**src/rtl/uart_pkg.sv**
```systemverilog
// Shared UART receive constants and the small helpers used by the sampling front end.
package uart_pkg;

    localparam logic UART_IDLE_LEVEL = 1'b1;
    localparam int   DEF_SYNC_STAGES = 2;
    localparam int   MIN_PRESCALE    = 8;

    // Mid-bit edge index; odd ratios round down.
    function automatic logic [31:0] mid_edge(input logic [31:0] prescale);
        return prescale >> 1;
    endfunction

    function automatic logic maj3(input logic a, input logic b, input logic c);
        return (a & b) | (a & c) | (b & c);
    endfunction

endpackage

```
**src/rtl/bit_sync.sv**
```systemverilog
// N-stage single-bit synchroniser; every flop resets to RST_VAL so the output
// comes out of reset at the line's idle level.
module bit_sync #(
    parameter int   STAGES  = 2,
    parameter logic RST_VAL = 1'b1
) (
    input  logic clk,
    input  logic rst_n,
    input  logic d,
    output logic q
);

    logic [STAGES-1:0] ff;

    always_ff @(posedge clk or negedge rst_n) begin
        if (!rst_n) begin
            ff <= {STAGES{RST_VAL}};
        end else begin
            ff <= {ff[STAGES-2:0], d};
        end
    end

    assign q = ff[STAGES-1];

endmodule

```
**src/rtl/data_sampling.sv**
```systemverilog
// UART RX oversampling front end: synchronises RX_IN, takes three samples just
// before mid-bit and registers their majority vote plus a noise indication.
module data_sampling
    import uart_pkg::*;
#(
    parameter int SYNC_STAGES  = DEF_SYNC_STAGES,
    parameter int EDGE_W       = 6,
    parameter int MIN_PRESCALE = uart_pkg::MIN_PRESCALE
) (
    input  logic              CLK,
    input  logic              RST,
    input  logic              RX_IN,
    input  logic              dat_samp_en,
    input  logic [EDGE_W-1:0] prescale,
    input  logic [EDGE_W-1:0] edge_cnt,
    output logic              rx_sync,
    output logic              sampled_bit,
    output logic              sample_valid,
    output logic              noise_flag
);

    localparam logic [EDGE_W-1:0] MIN_P = EDGE_W'(MIN_PRESCALE);

    logic [EDGE_W-1:0] mid;
    logic [EDGE_W-1:0] idx0;
    logic [EDGE_W-1:0] idx1;
    logic [EDGE_W-1:0] idx2;
    logic              active;
    logic              cap0;
    logic              cap1;
    logic              cap2;
    logic [2:0]        s;

    bit_sync #(
        .STAGES  (SYNC_STAGES),
        .RST_VAL (UART_IDLE_LEVEL)
    ) u_sync (
        .clk   (CLK),
        .rst_n (RST),
        .d     (RX_IN),
        .q     (rx_sync)
    );

    // Below MIN_P the index arithmetic would underflow, so sampling is simply gated off.
    assign mid    = EDGE_W'(mid_edge(32'(prescale)));
    assign idx0   = mid - EDGE_W'(4);
    assign idx1   = mid - EDGE_W'(3);
    assign idx2   = mid - EDGE_W'(2);
    assign active = dat_samp_en && (prescale >= MIN_P);
    assign cap0   = active && (edge_cnt == idx0);
    assign cap1   = active && (edge_cnt == idx1);
    assign cap2   = active && (edge_cnt == idx2);

    always_ff @(posedge CLK or negedge RST) begin
        if (!RST) begin
            s <= {3{UART_IDLE_LEVEL}};
        end else if (!dat_samp_en) begin
            s <= {3{UART_IDLE_LEVEL}};
        end else begin
            if (cap0) s[0] <= rx_sync;
            if (cap1) s[1] <= rx_sync;
            if (cap2) s[2] <= rx_sync;
        end
    end

    // The third sample is taken straight from rx_sync so the result lands one edge before mid-bit.
    always_ff @(posedge CLK or negedge RST) begin
        if (!RST) begin
            sampled_bit  <= UART_IDLE_LEVEL;
            sample_valid <= 1'b0;
            noise_flag   <= 1'b0;
        end else begin
            sample_valid <= 1'b0;
            if (cap2) begin
                sampled_bit  <= maj3(s[0], s[1], rx_sync);
                noise_flag   <= !((s[0] == s[1]) && (s[1] == rx_sync));
                sample_valid <= 1'b1;
            end
        end
    end

endmodule

```
**config.mk**
```make
export PLATFORM = sky130hd
export DESIGN_NAME = data_sampling
export DESIGN_NICKNAME = d
export VERILOG_FILES = /design/src/rtl/uart_pkg.sv /design/src/rtl/bit_sync.sv /design/src/rtl/data_sampling.sv
export SDC_FILE = /design/constraint.sdc
export NUM_CORES = 1
export LEC_CHECK = 0
export ABC_AREA = 0
export CAP_MARGIN = 20
export CORE_MARGIN = 5
export CORE_UTILIZATION = 49
export CTS_CLUSTER_SIZE = 24
export DETAILED_ROUTE_END_ITERATION = 10
export PLACE_DENSITY = 0.82
export SETUP_SLACK_MARGIN = 0.15
export SYNTH_ARGS = -nofsm -noshare
export SYNTH_HDL_FRONTEND = slang
export SYNTH_SLANG_ARGS = --single-unit
```
**constraint.sdc**
```tcl
create_clock -name CLK -period 2.95 [get_ports CLK]
set_input_delay 0.7375 -clock CLK [delete_from_list [all_inputs] [get_ports CLK]]
set_output_delay 0.7375 -clock CLK [all_outputs]
set_load 0.02 [all_outputs]
```
==> metrics.log <==
[metrics] count of inserted antenna diode cells: 0
[metrics] post-route design area: 966 sq um
[metrics] final count of pins violating max slew: 0
[metrics] Post-Route WL: 1.50 mm
[metrics] worst clock skew: 0.0117 ns
[metrics] share of final-layout standard cells stronger than drive strength 1: 19.0%
[metrics] Setup WS pre-CTS: 0.0476 ns
[metrics] buffers from clock root to sink, at most: 2
[metrics] area delta synth->final: 39.9%
[metrics] worst hold margin: 0.354 ns
[metrics] critical path start-end classification: input port to flip-flop
[metrics] Initial Util: 52.4%
[metrics] proportion of power drawn by the clock network: 26.7%
[metrics] arrival time at the worst endpoint: 2.82 ns
[metrics] mean routed wirelength per cell: 13.0 um
[metrics] cts-stage hold buffer count: 0
[metrics] number of synthesized flops with an enable pin: 0
[metrics] crit path max fanout: 2
[metrics] unrepaired setup endpoints after global routing: false
[metrics] input/output buffers: 19
[metrics] Hold Startpoint: u_sync.ff[0]
[metrics] result of the run: complete, no violations
[metrics] CTS Buf Count: 3
[metrics] dominant cell type by area after synthesis: dfstp_2
[metrics] Worst Setup Slack, final: 0.317 ns
[metrics] area of the core: 1320 sq um
[metrics] list of cells traversed by the critical path: clkdlybuf4s50_1, inv_1, ha_1, a2111oi_0, xnor2_1, o21ai_0, nor4_1, mux2i_1
[metrics] final estimated routing congestion in global placement: 0.886
[metrics] post-layout minimum cycle time: 2.63 ns
[metrics] clock tree from TritonCTS: done
[metrics] Post-Syn Area per Cell: 9.59 sq um
[metrics] die width: 47.5 um
[metrics] Vias per Instance: 5.27
[metrics] Setup violations, final: 0
[metrics] Net Sw Frac: 30.9%
[metrics] Inst Count DP: 111
[metrics] Max Cap Viol: 0
[metrics] sequential share of power: 34.0%
[metrics] cell with the largest stage delay on the worst path: a2111oi_0
[metrics] Total Die Area: 2260 sq um
[metrics] top cells by area, synth: dfstp_2 (19%), ha_1 (13%), xnor2_1 (13%)
[metrics] final-report hold violation count: 0
[metrics] via count: 606
[metrics] placed standard-cell area: 940 sq um
[metrics] number of global-route vias before repair: 558
[metrics] Max Clk Rate: 0.380 GHz
[metrics] clock latency at the later pin of the worst-skew pair: 0.27 ns
[metrics] worst-case headroom to the max-slew limit: 67.0%
[metrics] sequential cell area fraction in the yosys report: 26.3%
[metrics] number of clock sinks: 7
[metrics] Top FF cell, synth: dfstp_2
[metrics] first-pass iteration count of the detailed router: 4
[metrics] TNS Setup: 0 ns
[metrics] design internal power: 237 uW
[metrics] FFs w/ async S/R, synth: 100%
[metrics] ratio of total power to cell area: 355 nW/um^2
[metrics] Syn. warnings: 0
[metrics] DRC violations left: 0
[metrics] most frequent cells after synthesis: xnor2_1 (10), ha_1 (7), dfstp_2 (5), inv_1 (5)
[metrics] CTS clk-pin slew, worst paths: 0.05 ns
[metrics] data required time at the worst endpoint: 3.13 ns
[metrics] total standard cell area after synthesis: 691 sq um
[metrics] Non-Filler Instances: 115
[metrics] global-route wire length before repair: 2.39 mm
[metrics] Hold WC Path Type: flip-flop to flip-flop
[metrics] die height: 47.5 um
[metrics] half-perimeter wire length after placement: 1.23 mm
[metrics] cell with the most instances after synthesis: xnor2_1
[metrics] number of placement rows: 13
[metrics] standby leakage power: 0.000384 uW
[metrics] crit-path max cell delay: 0.49 ns
[metrics] Syn Inst Count: 72
[metrics] number of resized instances in the post-cts repair step: 0
[metrics] fraction of synthesized cell area taken by the top area cell type: 19.0%
[metrics] post-synthesis cell type count: 30
[metrics] global-route usage over all layers: 16.3%
[metrics] remaining antenna violation count after routing: 0
[metrics] syn_nets: 95
[metrics] root buffer cell: clkbuf_4
[metrics] antenna violations before repair: 0
[metrics] post-route clock period utilization: 89.3%
[metrics] maximum number of pins on one net before global-route repair: 8
[metrics] postcts setup bufs: 0
[metrics] drt first-iter violations: 8
[metrics] Gate power share: 39.3%
[metrics] CP startpoint: prescale[3]
[metrics] crit path launch type: input port
[metrics] endpoint type of the worst setup path: flip-flop
[metrics] Net count, final: 124
[metrics] switching power: 106 uW
[metrics] startpoint of the worst-slack reg-to-reg timing path: s[0]
[metrics] top-level port count: 20
[metrics] worst vdd rail ir drop: 0.000287 V
[metrics] pin slew with the least headroom to its limit: 0.482 ns
[metrics] CTS H-tree depth: 1
[metrics] flip-flop and latch count after synthesis: 7
[metrics] overall overflow remaining after global route: 0
sequential cells by signal (all words and copies together), names as in the netlist:
signal        cells
sample_valid      1
u_sync.ff         2
s                 2
noise_flag        1
sampled_bit       1
worst paths after layout:
kind,endpoint,slack [ns],depth (start not counted)
max,s[1],0.32,8
min,u_sync.ff[1],0.35,0
max reg2reg,sampled_bit,1.78,3
min reg2reg,u_sync.ff[1],0.35,0
max in group asynchronous,s[1],1.94,1
min in group asynchronous,sample_valid,0.72,1
worst max-delay path: cells and delay by family:
family	cells	cell delay, ns
AOI/OAI and AO/OA	2	0.61
xor gates and xnor gates	1	0.17
muxes	1	0.23
and+or+nand+nor	1	0.34
buffers and inverters	2	0.54
adders and majority gates	1	0.18
layout by cell type, fill, tap and decap left out, drive strengths merged:
master         synthesis  layout
a2111oi                2       2
mux2                   1       1
dfstp                  5       5
ha                     7       7
xnor2                 11      11
nor4                   1       1
buf                    2       7
mux2i                  3       3
xor2                   3       3
inv                    5       5
nor4b                  1       1
nor3b                  1       1
nor3                   1       1
and3                   1       1
nand2                  3       3
nand3                  4       4
o311ai                 1       1
o211ai                 1       1
nand4                  1       1
and4bb                 1       1
clkdlybuf4s50          0      19
a211o                  1       1
nor2                   4       4
nor2b                  4       4
clkbuf                 0       4
a21oi                  1       1
o21ai                  5       5
dfrtp                  2       2
kinds of logic after synthesis:
kind of cell,share of synthesized area (%)
AOI/OAI and AO/OA,13.2
buffers and inverters,4.53
DFF,26.3
and+or+nand+nor,17.9
muxes,6.52
xor gates and xnor gates,18.8
adders and majority gates,12.7
layer usage:
layer  share of wire, %  track usage (%)  wire (um)
met1                 44             20.5        651
met3                8.8             7.14        131
met2                 45             22.7        668
met5                  0                0          0
met4                2.9             9.68         44
final cells by class:
type / instances / area [sq um]
multi-input combinational: 58 / 478
fill: 109 / 352
timing repair buffer: 26 / 243
sequential: 7 / 181
clock buffer: 4 / 26.3
inverter: 5 / 18.8
tap: 15 / 18.8
power groups by stage:
stage	clock network (uW)	logic (uW)	registers, uW
2_1_floorplan	0	60.9	130
3_3_place_gp	0	133	118
3_5_place_dp	0	135	118
4_1_cts	96.3	136	117
5_1_grt	102	147	117
6_report	91.5	135	117
metrics by stage:
step	utilization (%)	total power (uW)
4_1_cts	73.3	350
3_5_place_dp	71.3	254
5_1_grt	73.3	366
2_1_floorplan	-	191
6_report	73.3	343
3_3_place_gp	71.3	251
(Power assumes the default switching activity.)
